==> src/rtl/rv32_dec_pkg.sv <==
// Shared constants, buffer state type and the RV32I OP/OP-IMM legality check
// used by the decode stage.
package rv32_dec_pkg;

    localparam logic [6:0]  OPC_OP     = 7'b0110011;
    localparam logic [6:0]  OPC_OP_IMM = 7'b0010011;
    localparam logic [31:0] NOP_INSTR  = 32'h00000013;
    localparam logic [6:0]  F7_BASE    = 7'b0000000;
    localparam logic [6:0]  F7_ALT     = 7'b0100000;

    typedef enum logic [1:0] {
        EMPTY = 2'd0,
        ONE   = 2'd1,
        FULL  = 2'd2
    } buf_state_e;

    // Only OP and OP-IMM encodings are decoded; anything else is illegal.
    function automatic logic is_legal(input logic [31:0] word);
        logic [6:0] opc;
        logic [2:0] f3;
        logic [6:0] f7;
        logic       ok;
        opc = word[6:0];
        f3  = word[14:12];
        f7  = word[31:25];
        ok  = 1'b0;
        if (opc == OPC_OP) begin
            ok = (f7 == F7_BASE) ||
                 ((f7 == F7_ALT) && ((f3 == 3'b000) || (f3 == 3'b101)));
        end else if (opc == OPC_OP_IMM) begin
            case (f3)
                3'b001:  ok = (f7 == F7_BASE);
                3'b101:  ok = (f7 == F7_BASE) || (f7 == F7_ALT);
                default: ok = 1'b1;
            endcase
        end
        return ok;
    endfunction

endpackage

==> src/rtl/dec_skid_buf.sv <==
// Generic 2-entry valid/ready buffer with a registered ready.
// head_q is always the presented entry; tail_q holds the second entry when FULL.
//
//   state | meaning
//   EMPTY | no entry held, out_valid=0
//   ONE   | head_q presented, tail_q unused
//   FULL  | head_q presented, tail_q queued behind it, no accept
//
// hold_next lets the owner force ready low from the next cycle on.
import rv32_dec_pkg::*;

module dec_skid_buf #(
    parameter int W = 8
) (
    input  logic         clk,
    input  logic         rst,
    input  logic         flush,
    input  logic         hold_next,
    input  logic         in_valid,
    output logic         in_ready,
    input  logic [W-1:0] in_data,
    output logic         out_valid,
    input  logic         out_ready,
    output logic [W-1:0] out_data
);

    buf_state_e   state_q, state_d;
    logic [W-1:0] head_q, head_d;
    logic [W-1:0] tail_q, tail_d;
    logic         in_ready_q, in_ready_d;
    logic         accept;
    logic         consume;

    assign in_ready  = in_ready_q;
    assign out_valid = (state_q != EMPTY);
    assign out_data  = head_q;
    assign accept    = in_valid & in_ready_q;
    assign consume   = out_valid & out_ready;

    // Next-state, entry movement and next ready value.
    always_comb begin
        state_d = state_q;
        head_d  = head_q;
        tail_d  = tail_q;
        case (state_q)
            EMPTY: begin
                if (accept) begin
                    head_d  = in_data;
                    state_d = ONE;
                end
            end
            ONE: begin
                if (accept && consume) begin
                    head_d = in_data;
                end else if (accept) begin
                    tail_d  = in_data;
                    state_d = FULL;
                end else if (consume) begin
                    state_d = EMPTY;
                end
            end
            FULL: begin
                if (consume) begin
                    head_d  = tail_q;
                    state_d = ONE;
                end
            end
            default: state_d = EMPTY;
        endcase
        if (flush) begin
            state_d = EMPTY;
        end
        in_ready_d = (state_d != FULL) && !hold_next;
    end

    // State and entry registers.
    always_ff @(posedge clk) begin
        if (rst) begin
            state_q    <= EMPTY;
            head_q     <= '0;
            tail_q     <= '0;
            in_ready_q <= 1'b1;
        end else begin
            state_q    <= state_d;
            head_q     <= head_d;
            tail_q     <= tail_d;
            in_ready_q <= in_ready_d;
        end
    end

endmodule

==> src/rtl/rv32_decode_stage.sv <==
// RV32I OP/OP-IMM decode stage: legality check, illegal-word handling,
// saturating illegal counter, 2-entry buffer towards the ALU stage.
// DEC_ILLEGAL_TRAP_EN: when defined, illegal words pass through flagged and
// halt intake until flush/rst; otherwise they are replaced by a NOP.
import rv32_dec_pkg::*;

module rv32_decode_stage #(
    parameter int WIDTH     = 32,
    parameter int CNT_WIDTH = 16
) (
    input  logic                 clk,
    input  logic                 rst,
    input  logic                 flush,
    input  logic                 in_valid,
    output logic                 in_ready,
    input  logic [31:0]          instr,
    input  logic [WIDTH-1:0]     pc_in,
    output logic                 out_valid,
    input  logic                 out_ready,
    output logic [6:0]           opcode,
    output logic [4:0]           rd_addr,
    output logic [2:0]           Funct3,
    output logic [4:0]           rs1_addr,
    output logic [4:0]           rs2_addr,
    output logic [6:0]           Funct7,
    output logic [11:0]          Imm_reg,
    output logic [4:0]           Shamt,
    output logic [WIDTH-1:0]     pc_out,
    output logic                 illegal,
    output logic [CNT_WIDTH-1:0] illegal_cnt
);

    localparam int PW = 1 + WIDTH + 32;

    logic                 in_legal;
    logic                 accept;
    logic [31:0]          enq_instr;
    logic                 enq_illegal;
    logic                 halt_d;
    logic [CNT_WIDTH-1:0] cnt_q, cnt_d;
    logic [PW-1:0]        head_data;
    logic [31:0]          head_instr;

    assign in_legal = is_legal(instr);
    assign accept   = in_valid & in_ready;

`ifdef DEC_ILLEGAL_TRAP_EN
    logic halt_q;

    assign enq_instr   = instr;
    assign enq_illegal = ~in_legal;

    // Halt latches on accepting an illegal word; only flush releases it.
    always_comb begin
        halt_d = halt_q;
        if (flush) begin
            halt_d = 1'b0;
        end else if (accept && !in_legal) begin
            halt_d = 1'b1;
        end
    end

    // Halt register.
    always_ff @(posedge clk) begin
        if (rst) begin
            halt_q <= 1'b0;
        end else begin
            halt_q <= halt_d;
        end
    end
`else
    assign enq_instr   = in_legal ? instr : NOP_INSTR;
    assign enq_illegal = 1'b0;
    assign halt_d      = 1'b0;
`endif

    // Count accepted illegal words, saturating; words dropped by flush are not counted.
    always_comb begin
        cnt_d = cnt_q;
        if (!flush && accept && !in_legal && (cnt_q != '1)) begin
            cnt_d = cnt_q + CNT_WIDTH'(1);
        end
    end

    // Counter register.
    always_ff @(posedge clk) begin
        if (rst) begin
            cnt_q <= '0;
        end else begin
            cnt_q <= cnt_d;
        end
    end

    dec_skid_buf #(
        .W (PW)
    ) u_buf (
        .clk       (clk),
        .rst       (rst),
        .flush     (flush),
        .hold_next (halt_d),
        .in_valid  (in_valid),
        .in_ready  (in_ready),
        .in_data   ({enq_illegal, pc_in, enq_instr}),
        .out_valid (out_valid),
        .out_ready (out_ready),
        .out_data  (head_data)
    );

    assign head_instr  = head_data[31:0];
    assign pc_out      = head_data[WIDTH+31:32];
    assign illegal     = head_data[PW-1];
    assign opcode      = head_instr[6:0];
    assign rd_addr     = head_instr[11:7];
    assign Funct3      = head_instr[14:12];
    assign rs1_addr    = head_instr[19:15];
    assign rs2_addr    = head_instr[24:20];
    assign Funct7      = head_instr[31:25];
    assign Shamt       = head_instr[24:20];
    assign Imm_reg     = (head_instr[6:0] == OPC_OP) ? 12'h000 : head_instr[31:20];
    assign illegal_cnt = cnt_q;

endmodule

==> config.mk <==
export PLATFORM = sky130hd
export DESIGN_NAME = rv32_decode_stage
export DESIGN_NICKNAME = d
export VERILOG_FILES = /design/src/rtl/rv32_dec_pkg.sv /design/src/rtl/dec_skid_buf.sv /design/src/rtl/rv32_decode_stage.sv
export SDC_FILE = /design/constraint.sdc
export NUM_CORES = 1
export LEC_CHECK = 0
export BUFFER_PORTS_ARGS = -buffer_cell sky130_fd_sc_hd__buf_2
export CAP_MARGIN = 10
export CORE_MARGIN = 1
export CORE_UTILIZATION = 41
export DETAILED_ROUTE_END_ITERATION = 8
export PLACE_DENSITY = 0.75
export SETUP_SLACK_MARGIN = 0.3
export SLEW_MARGIN = 20
export SYNTH_ARGS = -nofsm -noshare
export SYNTH_HDL_FRONTEND = slang
export SYNTH_SLANG_ARGS = --single-unit
==> constraint.sdc <==
create_clock -name clk -period 3.4 [get_ports clk]
set_input_delay 0.68 -clock clk [delete_from_list [all_inputs] [get_ports clk]]
set_output_delay 0.68 -clock clk [all_outputs]
set_load 0.02 [all_outputs]
Yosys cells after proc, flatten, opt, wreduce, memory -nomap -nowiden
Cells that the tools add are included.

Output and inout port bits: 100. Register bits: 148. Word-level logic and storage cells: 55.

Bitwise operators: 3. Equal/unequal tests: 13. Multiplexer cells: 16. Reduce and logical (&&, ||, !) cells: 17. Add/sub/neg operators: 1.

Operators with widths (number): 2-to-1 mux 65 bit (3); one-hot mux 65 bit (3 select lines) (1); 2-to-1 mux 32 bit (1); equality test 7 x 6 -> 1 bit (second input constant) (3); adder 16 x 1 -> 16 bit (second input constant) (1); inequality test 16 bit (second input constant) (1); 2-to-1 mux 12 bit (1); 2-to-1 mux 2 bit (6); equality test 7 x 5 -> 1 bit (second input constant) (1); zero test 7 bit (1); one-hot mux 2 bit (3 select lines) (1); logical AND 1 bit (5); inequality test 2 x 1 -> 1 bit (second input constant) (2); inequality test 2 bit (second input constant) (2); AND reduction 4 bit (1); equality test 3 x 1 -> 1 bit (second input constant) (1); equality test 3 bit (second input constant) (1); zero test 3 bit (1); logical OR 1 bit (3); AND reduction 3 bit (1); nonzero test 3 bit (1); AND 1 bit (2); equality test 2 x 1 -> 1 bit (second input constant) (1); equality test 2 bit (second input constant) (1); 6 further kinds (8).

Longest topological paths before layout
Gate-level depths: netlist of run 1.

Depth in word-level cells: 8. Gate-level depth with buffers: 9.

Modules after synthesis
A second synthesis of run 1 with hierarchy kept.

Cells, all modules: 771. Area total of the unflattened synthesis: 6816.5 µm².

Modules (own cells, without submodules): dec_skid_buf (area an instance 5502.8 µm², seq. area each 2662.6 µm², instances 1, cells each 601); rv32_decode_stage (area an instance 1313.8 µm², seq. area each 320.3 µm², instances 1, cells each 170).

Worst setup path after synthesis of run 1
Ideal clock, no wire load.

Kind: input -> register. From: input instr[25]. To: register cnt_q[1] (netlist: illegal_cnt[1]). Arrival: 2.403 ns. Cell stages on the path: 8. Data required time: 3.272 ns. Path buffers: 2. Slack: 0.870 ns. Library setup time: 0.128 ns. Path through: or4_1 o32ai_2 nand4_4 o21ai_4 buf_4 buf_6 mux2i_1 nor2_1.

Longest elaborated chain between the ends: 8. Elaborated cells on any way between the ends: 11. Those cells by class: eq/ne: 1; mux: 3; reduce/logical: 7.

Ends and longest elaborated chain: start, declared (line rv32_decode_stage.sv:16) `input logic [31:0] instr,`; equality test 7 x 6 -> 1 bit / zero test 7 bit (equally long branches); logical OR 1 bit (line rv32_dec_pkg.sv:33) `3'b101: ok = (f7 == F7_BASE) || (f7 == F7_ALT);`; one-hot mux 1 bit (2 select lines) (line rv32_dec_pkg.sv:31) `case (f3)`; 2-to-1 mux 1 bit (line rv32_dec_pkg.sv:30) `end else if (opc == OPC_OP_IMM) begin`; 2-to-1 mux 1 bit (*) (line rv32_dec_pkg.sv:27) `if (opc == OPC_OP) begin`; zero test 1 bit (*) (line rv32_decode_stage.sv:80) `if (!flush && accept && !in_legal && (cnt_q != '1)) begin`; logical AND 1 bit (*) (2 in a row) (line rv32_decode_stage.sv:80); end signal, assigned (line rv32_decode_stage.sv:90) `cnt_q <= cnt_d;`; end, declared (line rv32_decode_stage.sv:40) `logic [CNT_WIDTH-1:0] cnt_q, cnt_d;`.

Mark *: on every way between the ends. The rest lies on a longest branch, timed or not. A chain may end at the register's enable or synchronous reset.

Worst setup path after layout of run 1
From: register u_buf.head_q[5] (netlist: u_buf.out_data[5]). To: output Imm_reg[11].

Longest elaborated chain between the ends: 2.

Ends and longest elaborated chain: start, declared (line dec_skid_buf.sv:28) `logic [W-1:0] head_q, head_d;`; start signal, assigned (line dec_skid_buf.sv:80) `head_q <= '0;`; start signal, assigned (line dec_skid_buf.sv:85) `head_q <= head_d;`; equality test 7 x 6 -> 1 bit (line rv32_decode_stage.sv:119) `assign Imm_reg = (head_instr[6:0] == OPC_OP) ? 12'h000 : head_instr[31:20];`; 2-to-1 mux 12 bit (line rv32_decode_stage.sv:119); end, declared (line rv32_decode_stage.sv:26) `output logic [11:0] Imm_reg,`.

No other way between the ends.

==> results of run 1 <==
placed cells by master, fill, tap and decap left out, types with 5 or more instances in the layout:
master / count
sky130_fd_sc_hd__clkbuf_16: 17
sky130_fd_sc_hd__or3_1: 6
sky130_fd_sc_hd__buf_4: 10
sky130_fd_sc_hd__inv_1: 5
sky130_fd_sc_hd__dfxtp_1: 147
sky130_fd_sc_hd__o21ai_0: 7
sky130_fd_sc_hd__a221oi_2: 12
sky130_fd_sc_hd__nor2_1: 79
sky130_fd_sc_hd__nor3_1: 22
sky130_fd_sc_hd__o31ai_1: 5
sky130_fd_sc_hd__nand3_1: 36
sky130_fd_sc_hd__nand2_1: 161
sky130_fd_sc_hd__a311oi_1: 32
sky130_fd_sc_hd__a221oi_1: 14
sky130_fd_sc_hd__bufinv_16: 5
sky130_fd_sc_hd__buf_2: 166
sky130_fd_sc_hd__nor3_2: 13
sky130_fd_sc_hd__and2_1: 12
sky130_fd_sc_hd__a21oi_1: 73
sky130_fd_sc_hd__or4_1: 7
power breakdown:
group	leakage, nW	internal (W)	switching [W]
Clock	0.321	0.00138	0.000704
Combinational	1.61	0.000151	0.000276
Sequential	1.20	0.00178	0.0000358
area by class of cell:
class / instances / area, µm² / area share, %
repair buffers: 179 / 966 / 12.5
flip-flops and latches: 147 / 2940 / 38.2
clock buffers: 24 / 492 / 6.38
inverters: 5 / 18.8 / 0.244
clock inverters: 8 / 171 / 2.22
multi-input cells: 521 / 2890 / 37.4
well taps: 184 / 230 / 2.99
through the flow:
stage,total power [W],utilization (%)
2_1_floorplan,0.00212,-
3_3_place_gp,0.00228,48.5
3_5_place_dp,0.00229,48.5
4_1_cts,0.00438,53.0
5_1_grt,0.00450,53.0
6_report,0.00433,53.0
cell families (layout without fill, tap and decap cells):
kind of cell / after synthesis / in the layout / synth area share (%)
AND/OR/NAND/NOR: 364 / 364 / 27.6
AO/OA/AOI/OAI: 149 / 149 / 17.7
flip-flops: 147 / 147 / 48.0
buffers and inverters: 72 / 216 / 5.33
multiplexers: 4 / 4 / 0.715
XOR/XNOR: 2 / 2 / 0.286
adder cells (fa/ha/maj): 1 / 1 / 0.204
other: 1 / 1 / 0.0612
how the worst max path moves through the flow:
stage                                         startpoint                            to  slack [ns]  cells after the start
after global placement                         instr[25]  illegal_cnt[11]$_SDFFE_PP0P_        0.44                      7
after CTS                 u_buf.out_data[5]$_SDFFE_PP0P_                   Imm_reg[11]        0.60                      4
after detailed placement                       instr[25]  illegal_cnt[13]$_SDFFE_PP0P_        0.42                      7
after floorplan                                instr[25]   illegal_cnt[1]$_SDFFE_PP0P_        0.87                      8
after global routing      u_buf.out_data[5]$_SDFFE_PP0P_                   Imm_reg[11]        0.47                      4
final                     u_buf.out_data[5]$_SDFFE_PP0P_                   Imm_reg[11]        0.68                      4
Yosys cell counts, types with 3 or more instances:
cell,instances,area [µm²]
sky130_fd_sc_hd__dfxtp_1,147,2940
sky130_fd_sc_hd__buf_1,7,26.3
sky130_fd_sc_hd__o31ai_1,5,37.5
sky130_fd_sc_hd__clkbuf_1,44,165
sky130_fd_sc_hd__nor4_1,4,25.0
sky130_fd_sc_hd__buf_6,3,33.8
sky130_fd_sc_hd__buf_4,7,52.6
sky130_fd_sc_hd__nand4_1,4,25.0
sky130_fd_sc_hd__nor3b_1,3,22.5
sky130_fd_sc_hd__nor3_1,23,115
sky130_fd_sc_hd__nor2b_1,5,31.3
sky130_fd_sc_hd__and2_1,12,75.1
sky130_fd_sc_hd__a311oi_1,32,280
sky130_fd_sc_hd__nand2_1,161,604
sky130_fd_sc_hd__nor2_1,79,297
sky130_fd_sc_hd__o21ai_0,7,35.0
sky130_fd_sc_hd__inv_1,5,18.8
sky130_fd_sc_hd__a221oi_1,14,123
sky130_fd_sc_hd__nand3_1,36,180
sky130_fd_sc_hd__buf_2,6,30.0
sky130_fd_sc_hd__nand2b_1,3,18.8
sky130_fd_sc_hd__a221oi_2,12,180
sky130_fd_sc_hd__nor3_2,12,120
sky130_fd_sc_hd__a21oi_1,73,365
sky130_fd_sc_hd__or4_1,7,52.6
sky130_fd_sc_hd__or3_1,7,43.8
sky130_fd_sc_hd__mux2_2,3,33.8
sequential cells by signal, summed over array words and instances, names as in the netlist:
name / flops
u_buf.out_data: 64
u_buf.state_q: 2
u_buf.tail_q: 64
u_buf.in_ready: 1
illegal_cnt: 16
worst max-delay path, delay by kind of cell, from the launching register on:
family	cells	cell delay (ns)
and+or+nand+nor	3	1.08
DFF	1	0.37
buffers and inverters	1	0.17
metal layers:
metal / up-vias / wire length (µm) / track usage [%] / share of wire [%]
li1: 2842 / - / - / -
met5: - / 13 / 0 / 0.082
met3: 19 / 875 / 5.34 / 5.5
met4: 2 / 141 / 6.59 / 0.89
met1: 2683 / 7470 / 26.7 / 47
met2: 165 / 7310 / 31.7 / 46
==> flow_results.xml, run 1 <==
<?xml version="1.0" encoding="UTF-8"?>
<metrics>
  <group name="cells_and_area">
    <metric name="final-instance-count-excl-fill" unit="">1068</metric>
    <metric name="final_area" unit="µm²">7710</metric>
    <metric name="syn2layout_area_growth" unit="%">25.8</metric>
    <metric name="n_fill_cell" unit="">1388</metric>
    <metric name="number_of_diodes" unit="">0</metric>
    <metric name="final_layout_size_suffix_gt1_share" unit="%">27.9</metric>
    <metric name="fin_nets" unit="">941</metric>
  </group>
  <group name="place">
    <metric name="hpwlAfterDp" unit="µm">9930</metric>
    <metric name="gp_routability_congestion" unit="">0.765</metric>
    <metric name="placement.cell_area" unit="µm²">7040</metric>
    <metric name="io_buffers" unit="">167</metric>
    <metric name="numPlacedInstances" unit="">1036</metric>
    <metric name="place_worst_setup_slack" unit="ns">0.419</metric>
  </group>
  <group name="power_and_ir_drop">
    <metric name="worst_ir_drop_vdd" unit="µV">295</metric>
    <metric name="power.static_leakage" unit="nW">3.13</metric>
    <metric name="power.density_cell_area" unit="nW/µm²">562</metric>
  </group>
  <group name="job">
    <metric name="total_of_max_cap_violations" unit="">0</metric>
  </group>
  <group name="routing">
    <metric name="route.detailed.wl_per_inst" unit="µm">14.8</metric>
    <metric name="detail_route.iter0.violations" unit="">454</metric>
    <metric name="detail_route.vias_per_cell" unit="">5.35</metric>
    <metric name="antenna_left" unit="">0</metric>
    <metric name="drt_pass1_iterations" unit="">5</metric>
    <metric name="route.detailed.drc" unit="">0</metric>
    <metric name="routed_wirelength" unit="µm">15800</metric>
    <metric name="route.vias.total" unit="">5711</metric>
  </group>
  <group name="worst_setup_path">
    <metric name="ff2ff_setup_slack" unit="ns">1.08</metric>
    <metric name="timing.rr.start" unit="">illegal_cnt[0]$_SDFFE_PP0P_</metric>
    <metric name="critical_path.startpoint_type" unit="">register</metric>
    <metric name="timing_worst_setup_path_type" unit="">register to output pin</metric>
    <metric name="critical_path_arrival" unit="ns">2.04</metric>
    <metric name="critPathSlowestCell" unit="">sky130_fd_sc_hd__nand4b_1</metric>
    <metric name="cp_max_fo" unit="">12</metric>
    <metric name="timing.critical_path.cells" unit="">nor4bb_1 &gt; nand4b_1 &gt; and2_1 &gt; buf_2</metric>
    <metric name="end_kind" unit="">output pin</metric>
    <metric name="cp_slowest_stage_delay" unit="ns">0.45</metric>
    <metric name="critical_path_required" unit="ns">2.72</metric>
    <metric name="r2r-end" unit="">illegal_cnt[13]$_SDFFE_PP0P_</metric>
    <metric name="reg2reg_depth" unit="">7</metric>
  </group>
  <group name="min_path">
    <metric name="worst_hold_startpoint" unit="">u_buf.tail_q[25]$_SDFFE_PP0P_</metric>
    <metric name="min-delay-path-class" unit="">register to register</metric>
    <metric name="hold-path-endpoint" unit="">u_buf.tail_q[25]$_SDFFE_PP0P_</metric>
    <metric name="holdPathStages" unit="">2</metric>
  </group>
  <group name="timing">
    <metric name="worst_pin_slew" unit="ns">0.877</metric>
    <metric name="setup-violations-final" unit="">0</metric>
    <metric name="finalMaxSlewViolations" unit="">0</metric>
    <metric name="final.setup.tns" unit="ns">0</metric>
    <metric name="finalWorstSetupSlack" unit="ns">0.683</metric>
    <metric name="period_share" unit="%">79.9</metric>
    <metric name="period_minus_slack" unit="ns">2.72</metric>
    <metric name="timing.final.hold_violations" unit="">0</metric>
    <metric name="achievable-frequency" unit="GHz">0.368</metric>
    <metric name="worst_hold_slack" unit="ns">0.454</metric>
    <metric name="worst_clock_skew" unit="ns">0.00614</metric>
    <metric name="grt_setup_unrepaired" unit="">false</metric>
    <metric name="timing.max_slew.rel_slack" unit="%">41.6</metric>
  </group>
  <group name="clock_network">
    <metric name="worst_setup_hold_path_clk_slew" unit="ns">0.06</metric>
    <metric name="post_cts_buffers" unit="">0</metric>
    <metric name="numClockSinks" unit="">147</metric>
    <metric name="cts_hold_buf" unit="">0</metric>
    <metric name="clock_tree_from_tritoncts" unit="">built</metric>
    <metric name="cts_buffer_depth" unit="">2</metric>
    <metric name="number_of_gates_resized_after_cts" unit="">0</metric>
    <metric name="cts-buffers-inserted" unit="">17</metric>
    <metric name="root_buffer_master" unit="">sky130_fd_sc_hd__clkbuf_16</metric>
    <metric name="clock_tree.htree_level_count" unit="">4</metric>
    <metric name="worst_skew_pair.late_latency" unit="ns">0.41</metric>
  </group>
  <group name="floorplan">
    <metric name="floorplan.io_pins" unit="">169</metric>
    <metric name="dieArea" unit="µm²">15400</metric>
    <metric name="design.core.area" unit="µm²">14500</metric>
    <metric name="fp-row-count" unit="">44</metric>
    <metric name="fp.dieW" unit="µm">124</metric>
    <metric name="floorplan.initialDensity" unit="%">42.2</metric>
    <metric name="die_height" unit="µm">124</metric>
  </group>
  <group name="synth">
    <metric name="yosys_warnings" unit="">0</metric>
    <metric name="postSynthAreaPerCell" unit="µm²">8.28</metric>
    <metric name="async_flop_share" unit="%">0</metric>
    <metric name="synth.net_count" unit="">810</metric>
    <metric name="number_of_synthesized_register_bits" unit="">147</metric>
    <metric name="post_synth_num_cell_types" unit="">45</metric>
    <metric name="sequential_cell_area_fraction_in_the_yosys_report" unit="%">48.0</metric>
    <metric name="synthesis.area" unit="µm²">6130</metric>
    <metric name="synth_cells" unit="">740</metric>
    <metric name="count_of_flip_flops_with_a_built_in_enable_after_synthesis" unit="">0</metric>
    <metric name="ys_dominant_reg_cell" unit="">sky130_fd_sc_hd__dfxtp_1</metric>
  </group>
  <group name="run_status">
    <metric name="outcome" unit="">complete, no violations</metric>
  </group>
  <group name="grt">
    <metric name="grt_start_max_net_pins" unit="">82</metric>
    <metric name="number_of_antenna_violations_at_the_first_check_in_global_routing" unit="">1</metric>
    <metric name="wire_length_of_the_first_global_routing_pass" unit="µm">25300</metric>
    <metric name="grt_util_all_layers" unit="%">20.2</metric>
    <metric name="vias_in_the_first_global_route" unit="">5015</metric>
    <metric name="grt.overflow.total" unit="">0</metric>
  </group>
</metrics>
(Power assumes the default switching activity.)
==> run 2: changes to the inputs <==
Settings changed: ABC_AREA from default to 1, PLACE_DENSITY 0.75 to 0.77.
Clock period 3.4 ns to 2.24 ns, I/O delays scaled along.
==> run 2 against run 1 <==
Worst setup slack worse by 0.44 ns; core utilization about the same; register-to-register slack worse by 0.56 ns; largest power group unchanged; clock skew up 0.0015 ns; critical endpoint is now Imm_reg[5].
==> flow_results.xml, run 2 <==
<?xml version="1.0" encoding="UTF-8"?>
<metrics>
  <group name="run_status">
    <metric name="outcome" unit="">complete, no violations</metric>
  </group>
  <group name="clock_network">
    <metric name="worst_setup_hold_path_clk_slew" unit="ns">0.06</metric>
    <metric name="numClockSinks" unit="">147</metric>
    <metric name="clock_tree_from_tritoncts" unit="">built</metric>
    <metric name="worst_skew_pair.late_latency" unit="ns">0.41</metric>
    <metric name="cts_hold_buf" unit="">0</metric>
    <metric name="root_buffer_master" unit="">sky130_fd_sc_hd__clkbuf_16</metric>
    <metric name="clock_tree.htree_level_count" unit="">4</metric>
    <metric name="cts-buffers-inserted" unit="">17</metric>
    <metric name="cts_buffer_depth" unit="">2</metric>
  </group>
  <group name="power_and_ir_drop">
    <metric name="clock_power_share" unit="%">47.9</metric>
    <metric name="power.total" unit="W">0.00654</metric>
    <metric name="reported_net_switching_power" unit="W">0.00154</metric>
    <metric name="seq_power_share" unit="%">42.4</metric>
    <metric name="intPower" unit="W">0.00500</metric>
    <metric name="switch_share" unit="%">23.6</metric>
    <metric name="combinationalPowerShare" unit="%">9.8</metric>
    <metric name="power.static_leakage" unit="nW">3.48</metric>
    <metric name="power.density_cell_area" unit="nW/µm²">814</metric>
    <metric name="worst_ir_drop_vdd" unit="µV">652</metric>
  </group>
  <group name="timing">
    <metric name="worst_clock_skew" unit="ns">0.00763</metric>
    <metric name="achievable-frequency" unit="GHz">0.501</metric>
    <metric name="final.setup.tns" unit="ns">0</metric>
    <metric name="finalMaxSlewViolations" unit="">0</metric>
    <metric name="timing.final.hold_violations" unit="">0</metric>
    <metric name="period_share" unit="%">89.2</metric>
    <metric name="period_minus_slack" unit="ns">2.00</metric>
    <metric name="setup-violations-final" unit="">0</metric>
    <metric name="worst_pin_slew" unit="ns">0.574</metric>
    <metric name="timing.max_slew.rel_slack" unit="%">61.6</metric>
    <metric name="worst_hold_slack" unit="ns">0.302</metric>
    <metric name="grt_setup_unrepaired" unit="">true</metric>
  </group>
  <group name="synth">
    <metric name="synth.top_cell.area_share" unit="%">46.3</metric>
    <metric name="synthesis.area" unit="µm²">6360</metric>
    <metric name="synth_cells" unit="">897</metric>
    <metric name="yosys-top-cells-count" unit="">sky130_fd_sc_hd__nand2_1, sky130_fd_sc_hd__dfxtp_1, sky130_fd_sc_hd__nor2_1, sky130_fd_sc_hd__a21oi_1, sky130_fd_sc_hd__o21ai_0</metric>
    <metric name="synth.net_count" unit="">967</metric>
    <metric name="async_flop_share" unit="%">0</metric>
    <metric name="post_synth_num_cell_types" unit="">32</metric>
    <metric name="number_of_synthesized_register_bits" unit="">147</metric>
    <metric name="ys_top_cells_by_area" unit="">sky130_fd_sc_hd__dfxtp_1, sky130_fd_sc_hd__nand2_1, sky130_fd_sc_hd__a21oi_1</metric>
    <metric name="sequential_cell_area_fraction_in_the_yosys_report" unit="%">46.3</metric>
    <metric name="count_of_flip_flops_with_a_built_in_enable_after_synthesis" unit="">0</metric>
    <metric name="synth.most_common_cell" unit="">sky130_fd_sc_hd__nand2_1</metric>
    <metric name="yosysTopAreaCell" unit="">sky130_fd_sc_hd__dfxtp_1</metric>
    <metric name="ys_dominant_reg_cell" unit="">sky130_fd_sc_hd__dfxtp_1</metric>
    <metric name="postSynthAreaPerCell" unit="µm²">7.09</metric>
    <metric name="yosys_warnings" unit="">0</metric>
  </group>
  <group name="cells_and_area">
    <metric name="final_util" unit="%">53.1</metric>
    <metric name="layout.cells.most_common" unit="">sky130_fd_sc_hd__nand2_1</metric>
    <metric name="final_layout_size_suffix_gt1_share" unit="%">22.9</metric>
    <metric name="number_of_diodes" unit="">0</metric>
    <metric name="fin_nets" unit="">1110</metric>
    <metric name="most-common-layout-cells" unit="">sky130_fd_sc_hd__nand2_1, sky130_fd_sc_hd__buf_2, sky130_fd_sc_hd__dfxtp_1</metric>
    <metric name="syn2layout_area_growth" unit="%">26.4</metric>
    <metric name="final-instance-count-excl-fill" unit="">1241</metric>
  </group>
  <group name="floorplan">
    <metric name="dieArea" unit="µm²">16000</metric>
    <metric name="die_height" unit="µm">127</metric>
    <metric name="fp-row-count" unit="">45</metric>
    <metric name="floorplan.io_pins" unit="">169</metric>
    <metric name="design.core.area" unit="µm²">15100</metric>
    <metric name="fp.dieW" unit="µm">127</metric>
    <metric name="floorplan.initialDensity" unit="%">42.0</metric>
  </group>
  <group name="min_path">
    <metric name="min-delay-path-class" unit="">input pin to register</metric>
    <metric name="hold-path-endpoint" unit="">u_buf.tail_q[28]$_SDFFE_PP0P_</metric>
    <metric name="worst_hold_startpoint" unit="">instr[28]</metric>
    <metric name="holdPathStages" unit="">3</metric>
  </group>
  <group name="job">
    <metric name="total_of_max_cap_violations" unit="">0</metric>
  </group>
  <group name="place">
    <metric name="io_buffers" unit="">167</metric>
    <metric name="numPlacedInstances" unit="">1206</metric>
    <metric name="gp_routability_congestion" unit="">0.816</metric>
    <metric name="hpwlAfterDp" unit="µm">10500</metric>
  </group>
  <group name="grt">
    <metric name="grt_util_all_layers" unit="%">21.5</metric>
    <metric name="vias_in_the_first_global_route" unit="">5648</metric>
    <metric name="number_of_antenna_violations_at_the_first_check_in_global_routing" unit="">0</metric>
    <metric name="grt_start_max_net_pins" unit="">103</metric>
    <metric name="wire_length_of_the_first_global_routing_pass" unit="µm">27700</metric>
    <metric name="grt.overflow.total" unit="">0</metric>
  </group>
  <group name="routing">
    <metric name="detail_route.iter0.violations" unit="">550</metric>
    <metric name="antenna_left" unit="">0</metric>
    <metric name="drt_pass1_iterations" unit="">5</metric>
    <metric name="route.detailed.wl_per_inst" unit="µm">13.6</metric>
    <metric name="route.vias.total" unit="">6311</metric>
    <metric name="route.detailed.drc" unit="">0</metric>
    <metric name="routed_wirelength" unit="µm">16900</metric>
    <metric name="detail_route.vias_per_cell" unit="">5.09</metric>
  </group>
  <group name="worst_setup_path">
    <metric name="r2r-end" unit="">u_buf.out_data[25]$_SDFFE_PP0P_</metric>
    <metric name="critical_path_arrival" unit="ns">1.55</metric>
    <metric name="critical_path_required" unit="ns">1.79</metric>
    <metric name="end_kind" unit="">output pin</metric>
    <metric name="ff2ff_setup_slack" unit="ns">0.52</metric>
    <metric name="cp_max_fo" unit="">6</metric>
    <metric name="timing_worst_setup_path_type" unit="">register to output pin</metric>
    <metric name="critical_path.startpoint_type" unit="">register</metric>
    <metric name="reg2reg_depth" unit="">8</metric>
    <metric name="timing.rr.start" unit="">u_buf.state_q[1]$_SDFF_PP0_</metric>
  </group>
</metrics>
==> run 2: changes by cell type after synthesis, sizes merged, moves of 9 or more <==
cell / change
a21oi: +29
a221oi: -26
a311oi: -32
a31oi: +34
and2: -12
buf: +9
clkbuf: -10
inv: +51
nand2: +42
nor2: +48
nor3: -33
o21ai: +94
==> run 2: how the worst max path moves through the flow <==
stage	depth (start not counted)	endpoint	slack [ns]	from
3_5_place_dp	9	illegal_cnt[0]$_SDFFE_PP0P_	0.20	instr[13]
4_1_cts	7	Imm_reg[7]	0.24	u_buf.out_data[2]$_SDFFE_PP0P_
6_report	7	Imm_reg[5]	0.24	u_buf.out_data[2]$_SDFFE_PP0P_
5_1_grt	7	Imm_reg[6]	0.15	u_buf.out_data[2]$_SDFFE_PP0P_
3_3_place_gp	9	illegal_cnt[0]$_SDFFE_PP0P_	0.24	instr[13]
2_1_floorplan	8	illegal_cnt[0]$_SDFFE_PP0P_	0.48	illegal_cnt[0]$_SDFFE_PP0P_
==> run 2: stage by stage <==
step           instance area (µm²)  setup slack (ns)
6_report                      8040             0.242
5_1_grt                       8040             0.154
4_1_cts                       8020             0.238
3_5_place_dp                  7310             0.198
3_3_place_gp                  7310             0.241
2_1_floorplan                 6360             0.476
==> run 2: layer usage <==
| metal | share of wire [%] | wire length [µm] | track usage, % | up-vias |
|---|---|---|---|---|
| li1 | - | - | - | 3226 |
| met1 | 46 | 7790 | 27.8 | 2899 |
| met2 | 47 | 8010 | 35.5 | 173 |
| met3 | 5.4 | 912 | 5.23 | 13 |
| met4 | 1.1 | 180 | 6.66 | 0 |
| met5 | 0 | 0 | 0 | - |
==> run 2: kinds of logic (layout without fill, tap and decap cells) <==
group | count (synthesis) | in the layout | synth area share [%]
AO/OA/AOI/OAI | 241 | 241 | 20.0
XOR/XNOR | 7 | 7 | 0.965
adder cells (fa/ha/maj) | 1 | 1 | 0.197
buffers and inverters | 122 | 278 | 8.31
flip-flops | 147 | 147 | 46.3
other | 1 | 1 | 0.0590
AND/OR/NAND/NOR | 378 | 378 | 24.2
==> run 2: power by group through the flow <==
stage | logic [W] | clock network, W | registers [W]
2_1_floorplan | 0.000302 | 0 | 0.00292
6_report | 0.000638 | 0.00313 | 0.00277
3_5_place_dp | 0.000633 | 0 | 0.00283
3_3_place_gp | 0.000627 | 0 | 0.00283
5_1_grt | 0.000704 | 0.00329 | 0.00278
4_1_cts | 0.000639 | 0.00319 | 0.00277
==> run 2: area by class of cell <==
type                    count  area [µm²]
inverters                  56         210
fillers                  1483        7110
repair buffers            190        1070
clock buffers              22         474
clock inverters            10         178
multi-input cells         628        2920
flip-flops and latches    147        2950
well taps                 188         235
==> run 2: repair_timing <==
action                                  in CTS  in global routing
resized for setup                           10                  5
cloned                                       1                  0
buffers inserted                             2                  0
endpoints found under the setup margin      12                 27
==> run 2: worst max-delay path: stages (launching register included) <==
cell and delay (ns):
sky130_fd_sc_hd__dfxtp_2 0.32, sky130_fd_sc_hd__nor2_2 0.11, sky130_fd_sc_hd__nand3_2 0.11, sky130_fd_sc_hd__nor3_4 0.15
sky130_fd_sc_hd__buf_6 0.13, sky130_fd_sc_hd__buf_6 0.11, sky130_fd_sc_hd__nor2_1 0.05, sky130_fd_sc_hd__buf_4 0.15
